[config.mk]
export PLATFORM = sky130hd
export DESIGN_NAME = div_mul_alu_control_unit
export DESIGN_NICKNAME = d
export VERILOG_FILES = /design/src/rtl/cpu_pkg.sv /design/src/rtl/opcode_class_decode.sv /design/src/rtl/div_mul_alu_control_unit.sv
export SDC_FILE = /design/constraint.sdc
export NUM_CORES = 1
export LEC_CHECK = 0
export CAP_MARGIN = 20
export CORE_MARGIN = 5
export CORE_UTILIZATION = 37
export CTS_CLUSTER_SIZE = 30
export DETAILED_ROUTE_END_ITERATION = 16
export PLACE_DENSITY = 0.78
export SLEW_MARGIN = 20
export SYNTH_ARGS = -nofsm -noshare
export SYNTH_HDL_FRONTEND = slang
export SYNTH_SLANG_ARGS = --single-unit
[constraint.sdc]
create_clock -name clock -period 2 [get_ports clock]
set_input_delay 0.3 -clock clock [delete_from_list [all_inputs] [get_ports clock]]
set_output_delay 0.3 -clock clock [all_outputs]
set_load 0.02 [all_outputs]
[src/rtl/cpu_pkg.sv]
// Shared definitions for the Phase-1 control sequencer.
// Opcodes, state encodings, IR field offsets and control-word bundle.
package cpu_pkg;

    localparam int OPC_WIDTH = 5;
    localparam int STATE_W   = 4;

    localparam logic [4:0] OP_ADD  = 5'b00011;
    localparam logic [4:0] OP_SUB  = 5'b00100;
    localparam logic [4:0] OP_AND  = 5'b00101;
    localparam logic [4:0] OP_OR   = 5'b00110;
    localparam logic [4:0] OP_ROR  = 5'b00111;
    localparam logic [4:0] OP_ROL  = 5'b01000;
    localparam logic [4:0] OP_SHR  = 5'b01001;
    localparam logic [4:0] OP_SHRA = 5'b01010;
    localparam logic [4:0] OP_SHL  = 5'b01011;
    localparam logic [4:0] OP_MUL  = 5'b01110;
    localparam logic [4:0] OP_DIV  = 5'b01111;
    localparam logic [4:0] OP_NEG  = 5'b10000;
    localparam logic [4:0] OP_NOT  = 5'b10001;
    localparam logic [4:0] OP_NOP  = 5'b11010;
    localparam logic [4:0] OP_HALT = 5'b11011;

    localparam int RA_LSB    = 23;
    localparam int RB_LSB    = 19;
    localparam int RC_LSB    = 15;
    localparam int REG_IDX_W = 4;

    typedef enum logic [STATE_W-1:0] {
        ST_IDLE   = 4'd0,
        ST_T0     = 4'd1,
        ST_T1     = 4'd2,
        ST_T2     = 4'd3,
        ST_T3     = 4'd4,
        ST_T4     = 4'd5,
        ST_T5     = 4'd6,
        ST_T6     = 4'd7,
        ST_HALTED = 4'd8
    } state_e;

    typedef struct packed {
        logic alu3;
        logic muldiv;
        logic unary;
        logic nop;
        logic halt;
        logic illegal;
    } op_class_t;

    typedef struct packed {
        logic                 pc_out;
        logic                 pc_in;
        logic                 inc_pc;
        logic                 mar_in;
        logic                 mdr_in;
        logic                 read;
        logic                 mdr_out;
        logic                 ir_in;
        logic                 y_in;
        logic                 z_in;
        logic                 zlow_out;
        logic                 zhigh_out;
        logic                 lo_in;
        logic                 hi_in;
        logic                 gra;
        logic                 grb;
        logic                 grc;
        logic                 r_in;
        logic                 r_out;
        logic [OPC_WIDTH-1:0] opcode;
        logic                 illegal_op;
    } ctrl_t;

endpackage

[src/rtl/opcode_class_decode.sv]
// Classifies the IR opcode into the execute-sequence family.
// Exactly one class bit is set for any opcode value.
module opcode_class_decode
    import cpu_pkg::*;
(
    input  logic [OPC_WIDTH-1:0] ir_opcode,
    output op_class_t            op_class
);

    always_comb begin
        op_class = '0;
        unique case (1'b1)
            (ir_opcode >= OP_ADD && ir_opcode <= OP_SHL):
                op_class.alu3 = 1'b1;
            (ir_opcode == OP_MUL || ir_opcode == OP_DIV):
                op_class.muldiv = 1'b1;
            (ir_opcode == OP_NEG || ir_opcode == OP_NOT):
                op_class.unary = 1'b1;
            (ir_opcode == OP_NOP):
                op_class.nop = 1'b1;
            (ir_opcode == OP_HALT):
                op_class.halt = 1'b1;
            default:
                op_class.illegal = 1'b1;
        endcase
    end

endmodule

[src/rtl/div_mul_alu_control_unit.sv]
// Moore sequencer for fetch (T0-T2) and execute (T3-T6) of the Phase-1 datapath.
// Control outputs decode from the current state and the latched IR opcode.
module div_mul_alu_control_unit
    import cpu_pkg::*;
#(
    parameter int OPC_W = OPC_WIDTH,
    parameter int ST_W  = STATE_W
) (
    input  logic             clock,
    input  logic             clear,
    input  logic             run,
    input  logic [OPC_W-1:0] ir_opcode,
    output logic             PCout,
    output logic             PCin,
    output logic             incPC,
    output logic             MARin,
    output logic             MDRin,
    output logic             read,
    output logic             MDRout,
    output logic             IRin,
    output logic             Yin,
    output logic             Zin,
    output logic             ZLowOut,
    output logic             ZHighOut,
    output logic             LOin,
    output logic             HIin,
    output logic             Gra,
    output logic             Grb,
    output logic             Grc,
    output logic             Rin,
    output logic             Rout,
    output logic [OPC_W-1:0] opcode,
    output logic             run_out,
    output logic             illegal_op,
    output logic [ST_W-1:0]  state_dbg
);

    state_e    state_q;
    state_e    state_d;
    state_e    end_st;
    op_class_t cls;
    ctrl_t     c;

    opcode_class_decode u_dec (
        .ir_opcode (ir_opcode),
        .op_class  (cls)
    );

    assign end_st = run ? ST_T0 : ST_IDLE;

    always_comb begin
        state_d = state_q;
        unique case (state_q)
            ST_IDLE: if (run) state_d = ST_T0;
            ST_T0:   state_d = ST_T1;
            ST_T1:   state_d = ST_T2;
            ST_T2:   state_d = ST_T3;
            ST_T3: begin
                if (cls.halt)
                    state_d = ST_HALTED;
                else if (cls.alu3 || cls.muldiv || cls.unary)
                    state_d = ST_T4;
                else
                    state_d = end_st;
            end
            ST_T4: begin
                if (cls.alu3 || cls.muldiv)
                    state_d = ST_T5;
                else
                    state_d = end_st;
            end
            ST_T5:     state_d = cls.muldiv ? ST_T6 : end_st;
            ST_T6:     state_d = end_st;
            ST_HALTED: state_d = ST_HALTED;
            default:   state_d = ST_IDLE;
        endcase
    end

    always_ff @(posedge clock or posedge clear) begin
        if (clear) state_q <= ST_IDLE;
        else       state_q <= state_d;
    end

    // IDLE, HALTED and unreached encodings leave every control low.
    always_comb begin
        c = '0;
        unique case (state_q)
            ST_T0: begin
                c.pc_out = 1'b1;
                c.mar_in = 1'b1;
                c.inc_pc = 1'b1;
                c.z_in   = 1'b1;
            end
            ST_T1: begin
                c.zlow_out = 1'b1;
                c.pc_in    = 1'b1;
                c.read     = 1'b1;
                c.mdr_in   = 1'b1;
            end
            ST_T2: begin
                c.mdr_out = 1'b1;
                c.ir_in   = 1'b1;
            end
            ST_T3: begin
                unique case (1'b1)
                    cls.alu3: begin
                        c.grb   = 1'b1;
                        c.r_out = 1'b1;
                        c.y_in  = 1'b1;
                    end
                    cls.muldiv: begin
                        c.gra   = 1'b1;
                        c.r_out = 1'b1;
                        c.y_in  = 1'b1;
                    end
                    cls.unary: begin
                        c.grb    = 1'b1;
                        c.r_out  = 1'b1;
                        c.z_in   = 1'b1;
                        c.opcode = ir_opcode;
                    end
                    cls.illegal: c.illegal_op = 1'b1;
                    default: ;
                endcase
            end
            ST_T4: begin
                unique case (1'b1)
                    cls.alu3: begin
                        c.grc    = 1'b1;
                        c.r_out  = 1'b1;
                        c.z_in   = 1'b1;
                        c.opcode = ir_opcode;
                    end
                    cls.muldiv: begin
                        c.grb    = 1'b1;
                        c.r_out  = 1'b1;
                        c.z_in   = 1'b1;
                        c.opcode = ir_opcode;
                    end
                    cls.unary: begin
                        c.zlow_out = 1'b1;
                        c.gra      = 1'b1;
                        c.r_in     = 1'b1;
                    end
                    default: ;
                endcase
            end
            ST_T5: begin
                unique case (1'b1)
                    cls.alu3: begin
                        c.zlow_out = 1'b1;
                        c.gra      = 1'b1;
                        c.r_in     = 1'b1;
                    end
                    cls.muldiv: begin
                        c.zlow_out = 1'b1;
                        c.lo_in    = 1'b1;
                    end
                    default: ;
                endcase
            end
            ST_T6: begin
                if (cls.muldiv) begin
                    c.zhigh_out = 1'b1;
                    c.hi_in     = 1'b1;
                end
            end
            default: ;
        endcase
    end

    assign PCout      = c.pc_out;
    assign PCin       = c.pc_in;
    assign incPC      = c.inc_pc;
    assign MARin      = c.mar_in;
    assign MDRin      = c.mdr_in;
    assign read       = c.read;
    assign MDRout     = c.mdr_out;
    assign IRin       = c.ir_in;
    assign Yin        = c.y_in;
    assign Zin        = c.z_in;
    assign ZLowOut    = c.zlow_out;
    assign ZHighOut   = c.zhigh_out;
    assign LOin       = c.lo_in;
    assign HIin       = c.hi_in;
    assign Gra        = c.gra;
    assign Grb        = c.grb;
    assign Grc        = c.grc;
    assign Rin        = c.r_in;
    assign Rout       = c.r_out;
    assign opcode     = c.opcode;
    assign illegal_op = c.illegal_op;
    assign run_out    = (state_q != ST_IDLE) && (state_q != ST_HALTED);
    assign state_dbg  = ST_W'(state_q);

endmodule

Word level (Yosys, flattened, before mapping)
Index checks and enable logic that the tools add are counted.
{ "word_totals": {"ff_bits": 4, "input_bits": 8, "output_inout_bits": 30} }
{ "op_classes": {"order_cmp": 2, "n_eq_ne": 16, "muxes": 36, "reduce_logical": 12} }
{ "ops": {"columns": ["cell", "count"], "rows": [
  ["$pmux W4 S9", 1],
  ["$eq A5 B5 Y1 const B", 4],
  ["$mux W1", 19],
  ["$eq A4 B3 Y1 const B", 4],
  ["$pmux W6 S2", 1],
  ["$eq A5 B4 Y1 const B", 2],
  ["$mux W3", 3],
  ["$pmux W1 S3", 3],
  ["$eq A4 B2 Y1 const B", 2],
  ["$mux W4", 2],
  ["$mux W2", 3],
  ["$mux W6", 1],
  ["$ge A5 B2 Y1 const B", 1],
  ["$le A5 B4 Y1 const B", 1],
  ["$mux W5", 1],
  ["$reduce_or A5 Y1", 1],
  ["$eq A4 B1 Y1 const B", 1],
  ["$eq A4 B4 Y1 const B", 1],
  ["$logic_not A4 Y1", 1],
  ["$logic_or A1 B1 Y1", 4],
  ["$ne A4 B4 Y1 const B", 1],
  ["$pmux W1 S2", 2],
  ["$reduce_bool A4 Y1", 1],
  ["$reduce_or A2 Y1", 2],
  ["3 further kinds", 4]
]} }

Logic depth before layout (Yosys ltp)
Gate-level depths: netlist of run 1.
{ "logic_depth": {"depth_word": 8, "mapped_depth": 6, "ltp_nobuf": 4} }

By module
A second synthesis of run 1 with hierarchy kept.
{ "unflattened": {"cells_unflattened": 95, "area_unflattened_um2": 683.2} }
{ "modules_own_cells": {"columns": ["mod", "n_inst", "cells_per_inst", "area_per_inst_um2", "seq_area_each_um2"], "rows": [
  ["div_mul_alu_control_unit", 1, 80, 569.3, 100.1],
  ["opcode_class_decode", 1, 15, 113.9, 0.0]
]} }

Least setup slack after synthesis of run 1
Ideal clock, no wire load.
{ "synth_path": {"path_type": "flip-flop to output port", "start": "register state_q[1], in the netlist state_dbg[1]", "end": "output port Zin", "arrival_ps": 1823, "required_time_ps": 1700, "slack_ps": -123, "stages_incl_launch_ff": 5, "path_cell_list": "dfrtp_1 -> or4b_1 -> clkbuf_4 -> nor2_1 -> or3_1"} }
{ "synth_via": {"elab_chain_cells": 2, "word_cells_on_any_way": 4} }
{ "synth_lines": {"columns": ["element", "line", "source"], "rows": [
  ["start: declaration", "div_mul_alu_control_unit.sv:38", "state_e state_q;"],
  ["start signal: assignment", "div_mul_alu_control_unit.sv:81", "else state_q <= state_d;"],
  ["$eq A4 B3 Y1 or $eq A4 B1 Y1 (tied branches)", "div_mul_alu_control_unit.sv:87", "unique case (state_q)"],
  ["$pmux W1 S3 *", "div_mul_alu_control_unit.sv:87", null],
  ["end: declaration", "div_mul_alu_control_unit.sv:22", "output logic Zin,"]
]} }
Every way passes the cells marked *; elsewhere a longest branch is shown, timed or not.

Final worst setup path of run 1
{ "layout_path": {"start": "input port ir_opcode[3]", "end": "output port ZLowOut"} }
{ "layout_via": {"elab_chain_cells": 6, "word_cells_on_any_way": 16} }
{ "layout_lines": {"columns": ["element", "line", "source"], "rows": [
  ["start: declaration", "div_mul_alu_control_unit.sv:12", "input logic [OPC_W-1:0] ir_opcode,"],
  ["$ge A5 B2 Y1 (tied with other cells)", "opcode_class_decode.sv:13", "(ir_opcode >= OP_ADD && ir_opcode <= OP_SHL):"],
  ["$logic_and A1 B1 Y1 or $logic_or A1 B1 Y1 (tied branches)", "opcode_class_decode.sv:13, opcode_class_decode.sv:15", null],
  ["$mux W1", "opcode_class_decode.sv:12", "unique case (1'b1)"],
  ["$reduce_or A2 Y1 (no line)", null, null],
  ["$mux W1", "div_mul_alu_control_unit.sv:149", "unique case (1'b1)"],
  ["$pmux W1 S3 *", "div_mul_alu_control_unit.sv:87", null],
  ["end: declaration", "div_mul_alu_control_unit.sv:23", "output logic ZLowOut,"]
]} }
Marked as above.

==> metrics, run 1 <==
run status=completed; Avg Inst Size Synth=7.44 sq um; Max Root-Sink Buffers=2; Critical R2R Launch=state_dbg[3]; Slew Limit Headroom=0.796; slew of the pin with the lowest slew margin=0.304 ns; clock transition at the register clock pins on the worst setup and hold paths after CTS=0.04 ns; pwr/cell area=1140 nW/um^2; CP max FO=6; DRC violation count after routing=0; Routed WL per cell=12.9 um; vertical extent of the die=52.3 um; worst-case vdd ir drop=0.525 mV; final weighted congestion in routability-driven placement=0.831; commonest cells after routing, fill and taps aside=buf_4, nor2_1, buf_2; antenna cells=0; number of top-level pins=38; CTS Buf Count=3; total count of hold-check failures in the final report=0; initial core utilization=0.388; Data required, critical path=1.70 ns; number of buffers inserted for hold repair after clock tree synthesis=0; leakage power summed over all cells=0.598 nW; HPWL Detailed=1710 um; count of fill cells added during filler insertion=149; min cycle time layout=1.99 ns; EDFF count, synth=0; GR Util All Layers=0.172; number of flip-flops and latches in the synthesized netlist=4; period utilisation layout=0.996; Clock Root Buffer=clkbuf_4; arrival time of the worst setup path=1.69 ns; setup skew after layout=0.000871 ns; total nets after synthesis=97; flip-flop count of the largest register after layout=4; category of the critical setup timing path=input port to output pin; startpoint kind of the worst setup timing path=input port; number of nets at the end of the flow=153; number of detailed-routing iterations run before antenna repair=4; maximum number of pins on one net before global-route repair=18; H-tree levels=1; async set-or-reset flop fraction in the synthesized netlist=1.00; via count of the first global-routing pass=845; TritonCTS Sinks=4; DP Area=1170 sq um; standard-cell row count=15; number of warnings issued by yosys=0; number of antenna violations at the first check in global routing=0; I/O Buffers=37; setup violators final=0; TritonCTS clock tree=yes; final wirelength=2170 um; clk_lat worst skew=0.22 ns; Layout Utilization=0.688; Max-cap violations=0; via count=859; count of final max-slew check failures=0; Non-Filler Cell Area, Final=1170 sq um; unrepaired setup endpoints after global routing=true; count of different cell masters after synthesis=42; setup slack, reg-to-reg=0.30 ns; achievable clock frequency=0.502 GHz; Post-Synthesis Cells=89; most used flip-flop cell after synthesis=dfrtp_1; floorplan core area=1710 sq um; Area Overhead vs Synth=77.5%; remaining antenna violation count=0; area of the die=2730 sq um; Worst R2R Path Depth=6; die width=52.3 um; proportion of layout cells with a drive suffix above 1=0.559; sequential cell area fraction in the yosys report=0.151; total congestion overflow=0; Reg-to-Reg End=state_dbg[0]; most common cell after layout, fill and taps aside=buf_4; path class of the lowest-slack min-delay path=input port to async pin; CP endpoint kind=output pin; wire length of the first global-routing pass=3720 um; DR vias/cell=5.11; first-iteration detailed-routing DRC count=25; synthesized area=662 sq um
-- layout make-up --
cell class | count | area [sq um] | share of cell area
flip-flops and latches | 4 | 100 | 0.0852
inverters | 2 | 7.51 | 0.00639
clock buffers | 3 | 22.5 | 0.0192
repair buffers | 65 | 498 | 0.424
multi-input cells | 69 | 515 | 0.439
well taps | 25 | 31.3 | 0.0266
-- worst max-delay path by stage --
stage                       from  endpoint  slack [ns]
floorplan           ir_opcode[1]       Gra        0.04
global placement    ir_opcode[3]   ZLowOut       -0.78
detailed placement  ir_opcode[3]   ZLowOut       -0.81
CTS                 ir_opcode[2]   ZLowOut       -0.07
global route        ir_opcode[3]   ZLowOut       -0.03
finish              ir_opcode[3]   ZLowOut       0.008
-- metrics by stage --
| stage | hold slack [ns] | std cells | worst slack [ns] | power, mW | setup TNS, ns |
|---|---|---|---|---|---|
| finish | 0.263 | 168 | 0.00829 | 1.34 | 0 |
| global route | 0.281 | 168 | -0.0278 | 1.44 | -0.107 |
| CTS | 0.261 | 167 | -0.0742 | 1.28 | -0.109 |
| detailed placement | 0.490 | 163 | -0.814 | 1.28 | -11.32 |
| global placement | 0.491 | 163 | -0.780 | 1.26 | -10.80 |
| floorplan | 0.0661 | 89 | 0.0417 | 0.804 | 0 |
-- metal layers --
layer | track usage | vias to the layer above | routed length, um
li1 | - | 426 | -
met1 | 0.221 | 392 | 867
met2 | 0.304 | 41 | 1130
met3 | 0.0285 | 0 | 167
met4 | 0.0255 | 0 | 0
met5 | 0 | - | 0
-- cells in the mapped netlist, types with 2 or more instances --
master	n	area (sq um)
nor2_1	11	41.3
buf_4	8	60.1
a21oi_1	4	20.0
dfrtp_1	4	100
nor3_1	4	20.0
or2_2	4	25.0
nand2_1	3	11.3
nand2b_1	3	18.8
o21ai_0	3	15.0
or3_1	3	18.8
a211oi_1	2	15.0
a21o_1	2	15.0
and2_1	2	12.5
buf_6	2	22.5
inv_1	2	7.51
nand4_1	2	12.5
o211a_1	2	20.0
o21a_1	2	15.0
o31ai_1	2	15.0
or4b_1	2	20.0
-- critical path, cell delays in order --
cell and delay, ns:
buf_4 0.14, buf_6 0.13, a211o_4 0.30, and4b_2 0.20, o211a_1 0.25, or2_4 0.23, buf_6 0.13
-- power breakdown --
part | internal, mW | switching [mW]
Combinational | 0.509 | 0.608
Sequential | 0.113 | 0.0154
Clock | 0.0667 | 0.0267
-- cell families after synthesis --
kind of cell              share of synthesized area
and+or+nand+nor                               0.405
DFF                                           0.151
AOI/OAI and AO/OA                             0.250
xor gates and xnor gates                     0.0132
buffers and inverters                         0.181
-- timing repair --
action                                  4_1_cts  5_1_grt
setup buffers                                 1        1
endpoints found under the setup margin       27       21
pin swaps                                     3        4
resized for setup                            90       42
Power figures use the tool's default switching activity.
==> run 2: changes to the inputs <==
--- a/config.mk
+++ b/config.mk
@@ -7,10 +7,10 @@
 export LEC_CHECK = 0
 export CAP_MARGIN = 20
 export CORE_MARGIN = 5
-export CORE_UTILIZATION = 37
+export CORE_UTILIZATION = 40
 export CTS_CLUSTER_SIZE = 30
 export DETAILED_ROUTE_END_ITERATION = 16
-export PLACE_DENSITY = 0.78
+export PLACE_DENSITY = 0.84
 export SLEW_MARGIN = 20
 export SYNTH_ARGS = -nofsm -noshare
 export SYNTH_HDL_FRONTEND = slang
==> constraint.sdc (replaced) <==
create_clock -name clock -period 2.6 [get_ports clock]
set_input_delay 0.39 -clock clock [delete_from_list [all_inputs] [get_ports clock]]
set_output_delay 0.39 -clock clock [all_outputs]
set_load 0.02 [all_outputs]
==> metrics, run 2 (synthesis gave the netlist of run 1 again) <==
run status=completed (unchanged); Slew Limit Headroom=0.790 (was 0.796); CP max FO=5 (was 6); CP endpoint kind=output pin (unchanged); Detail Route met2 WL=1080 um (was 1130 um); worst setup slack before clock tree synthesis=-0.457 ns (was -0.814 ns); uppermost routed layer=met4 (was met3); setup slack, reg-to-reg=0.89 ns (was 0.30 ns); most common cell after layout, fill and taps aside=buf_4 (unchanged); Critical R2R Launch=state_dbg[3] (unchanged); Max-cap violations=0 (unchanged); total count of hold-check failures in the final report=0 (unchanged); pwr/cell area=893 nW/um^2 (was 1140 nW/um^2); category of the critical setup timing path=input port to output pin (unchanged); min cycle time layout=2.52 ns; Clock Root Buffer=clkbuf_4 (unchanged); setup violators final=0 (unchanged); number of buffers inserted for hold repair after clock tree synthesis=0 (unchanged); clk_lat worst skew=0.24 ns (was 0.22 ns); worst hold margin=0.332 ns (was 0.263 ns); routed metal-1 wire length=810 um (was 867 um); number of detailed-routing iterations run before antenna repair=4 (unchanged); number of top-level pins=38 (unchanged); Area Overhead vs Synth=63.9% (was 77.5%); worst-case vdd ir drop=0.372 mV (was 0.525 mV); internal power of the cells=505 uW (was 689 uW); Layout Utilization=0.704 (was 0.688); maximum number of pins on one net before global-route repair=18 (unchanged); post-CTS setup-driven buffer insertion count=0 (was 1); HPWL Detailed=1690 um (was 1710 um); Setup TNS=0 ns (unchanged); combinational share of power=0.816 (was 0.834); Routed WL per cell=13.8 um (was 12.9 um); Worst Slack Setup Final=0.0832 ns (was 0.00829 ns); unrepaired setup endpoints after global routing=false (was true); count of final max-slew check failures=0 (unchanged); Max Root-Sink Buffers=2 (unchanged); final wirelength=2090 um (was 2170 um); floorplan core area=1540 sq um (was 1710 sq um); arrival time of the worst setup path=2.13 ns (was 1.69 ns); antenna cells=0 (unchanged); standard-cell row count=14 (was 15); commonest cells after routing, fill and taps aside=buf_4, clkdlybuf4s50_1, nor2_1 (was buf_4, nor2_1, buf_2); Data required, critical path=2.21 ns (was 1.70 ns); vertical extent of the die=50.7 um (was 52.3 um); die width=50.7 um (was 52.3 um); setup skew after layout=0.00261 ns (was 0.000871 ns); via count=847 (was 859); period utilisation layout=0.968; launch point of the critical path=ir_opcode[0] (was ir_opcode[3]); TritonCTS Sinks=4 (unchanged); Reg-to-Reg End=state_dbg[2] (was state_dbg[0]); flip-flop count of the largest register after layout=4 (unchanged); I/O Buffers=37 (unchanged); proportion of layout cells with a drive suffix above 1=0.296 (was 0.559); switching power total=464 uW (was 650 uW); clock transition at the register clock pins on the worst setup and hold paths after CTS=0.04 ns (about the same); slew of the pin with the lowest slew margin=0.313 ns (was 0.304 ns); slowest cell delay on critical path=0.55 ns (was 0.30 ns); Worst R2R Path Depth=6 (unchanged); TritonCTS clock tree=yes (unchanged); leakage power summed over all cells=0.563 nW (was 0.598 nW); Clk network pwr share=0.082 (was 0.070); H-tree levels=1 (unchanged); area of the die=2570 sq um (was 2730 sq um); Crit. path cell count=7 (unchanged); met3 WL post-DR=168 um (was 167 um); path class of the lowest-slack min-delay path=input port to async pin (unchanged); number of nets at the end of the flow=145 (was 153); Post-Place Cells=148 (was 163); GR Util All Layers=0.160 (was 0.172); Worst path top cell family by delay=buffers and inverters (was compound AO/OA/AOI/OAI gates); number of antenna violations at the first check in global routing=0 (unchanged); DR vias/cell=5.61 (was 5.11); final weighted congestion in routability-driven placement=0.842 (was 0.831); DRC violation count after routing=0 (unchanged); startpoint kind of the worst setup timing path=input port (unchanged); destination of the critical timing path=opcode[3] (was ZLowOut); total congestion overflow=0 (unchanged); CTS Buf Count=3 (unchanged); final std cells w/o fill=151 (was 168); register share of total power=0.102 (was 0.096); initial core utilization=0.429 (was 0.388); number of buffer and inverter instances along the worst setup path=3 (unchanged); remaining antenna violation count=0 (unchanged); share of total power consumed by net switching=0.479 (was 0.486); slowest stage cell, crit path=clkdlybuf4s50_1 (was a211o_4); achievable clock frequency=0.397 GHz; wire length of the first global-routing pass=3320 um (was 3720 um); cell-by-cell trace of the critical path=clkdlybuf4s50_1 -> o21ai_1 -> a21o_1 -> nor3_1 -> buf_4 -> and2_1 -> dlygate4sd2_1 (was buf_4 -> buf_6 -> a211o_4 -> and4b_2 -> o211a_1 -> or2_4 -> buf_6); via count of the first global-routing pass=773 (was 845); first-iteration detailed-routing DRC count=18 (was 25)
-- run 2: repair_timing --
action / in CTS / in global routing
resized for setup: 22 / 11
setup endpoints to repair: 14 / 11
gates cloned: 0 / 0
endpoints found under the hold margin: 0 / 0
-- run 2: cell type report --
class                   instances  area [sq um]
multi-input cells              69           445
clock buffers                   3          22.5
repair buffers                 57           489
well taps                      16          20.0
fillers                       138           457
inverters                       2          7.51
flip-flops and latches          4           100
-- run 2: stage by stage --
stage                     power, mW  cell area [sq um]
after global routing           1.03               1080
final                         0.968               1080
after detailed placement      0.910               1090
after floorplan               0.602                662
after global placement        0.897               1090
after CTS                     0.975               1100
-- run 2: power by group through the flow --
| stage | clock network, mW | logic [mW] | registers, mW |
|---|---|---|---|
| detailed placement | 0 | 0.810 | 0.100 |
| global placement | 0 | 0.798 | 0.0985 |
| CTS | 0.0799 | 0.795 | 0.0995 |
| finish | 0.0789 | 0.790 | 0.0989 |
| floorplan | 0 | 0.452 | 0.150 |
| global route | 0.0834 | 0.845 | 0.102 |
-- run 2: routing by layer --
| metal | track usage | up-vias |
|---|---|---|
| li1 | - | 406 |
| met4 | 0.0809 | 0 |
| met2 | 0.298 | 37 |
| met5 | 0 | - |
| met3 | 0.0355 | 3 |
| met1 | 0.164 | 401 |
-- run 2: how the worst min path moves through the flow --
stage	from	to	slack, ns	depth (start not counted)
floorplan	clear	state_dbg[0]	0.16	1
global placement	state_dbg[3]	state_dbg[0]	0.48	1
detailed placement	state_dbg[3]	state_dbg[0]	0.49	1
CTS	clear	state_dbg[3]	0.34	2
global route	clear	state_dbg[3]	0.35	2
finish	clear	state_dbg[3]	0.33	2
-- run 2: worst reg2reg max path, cell delays in order, from the launching register on --
cell	delay (ns)
dfrtp_1	0.38
buf_4	0.14
nand2b_1	0.19
or2_2	0.17
nor2_1	0.06
buf_4	0.12
or4_1	0.52
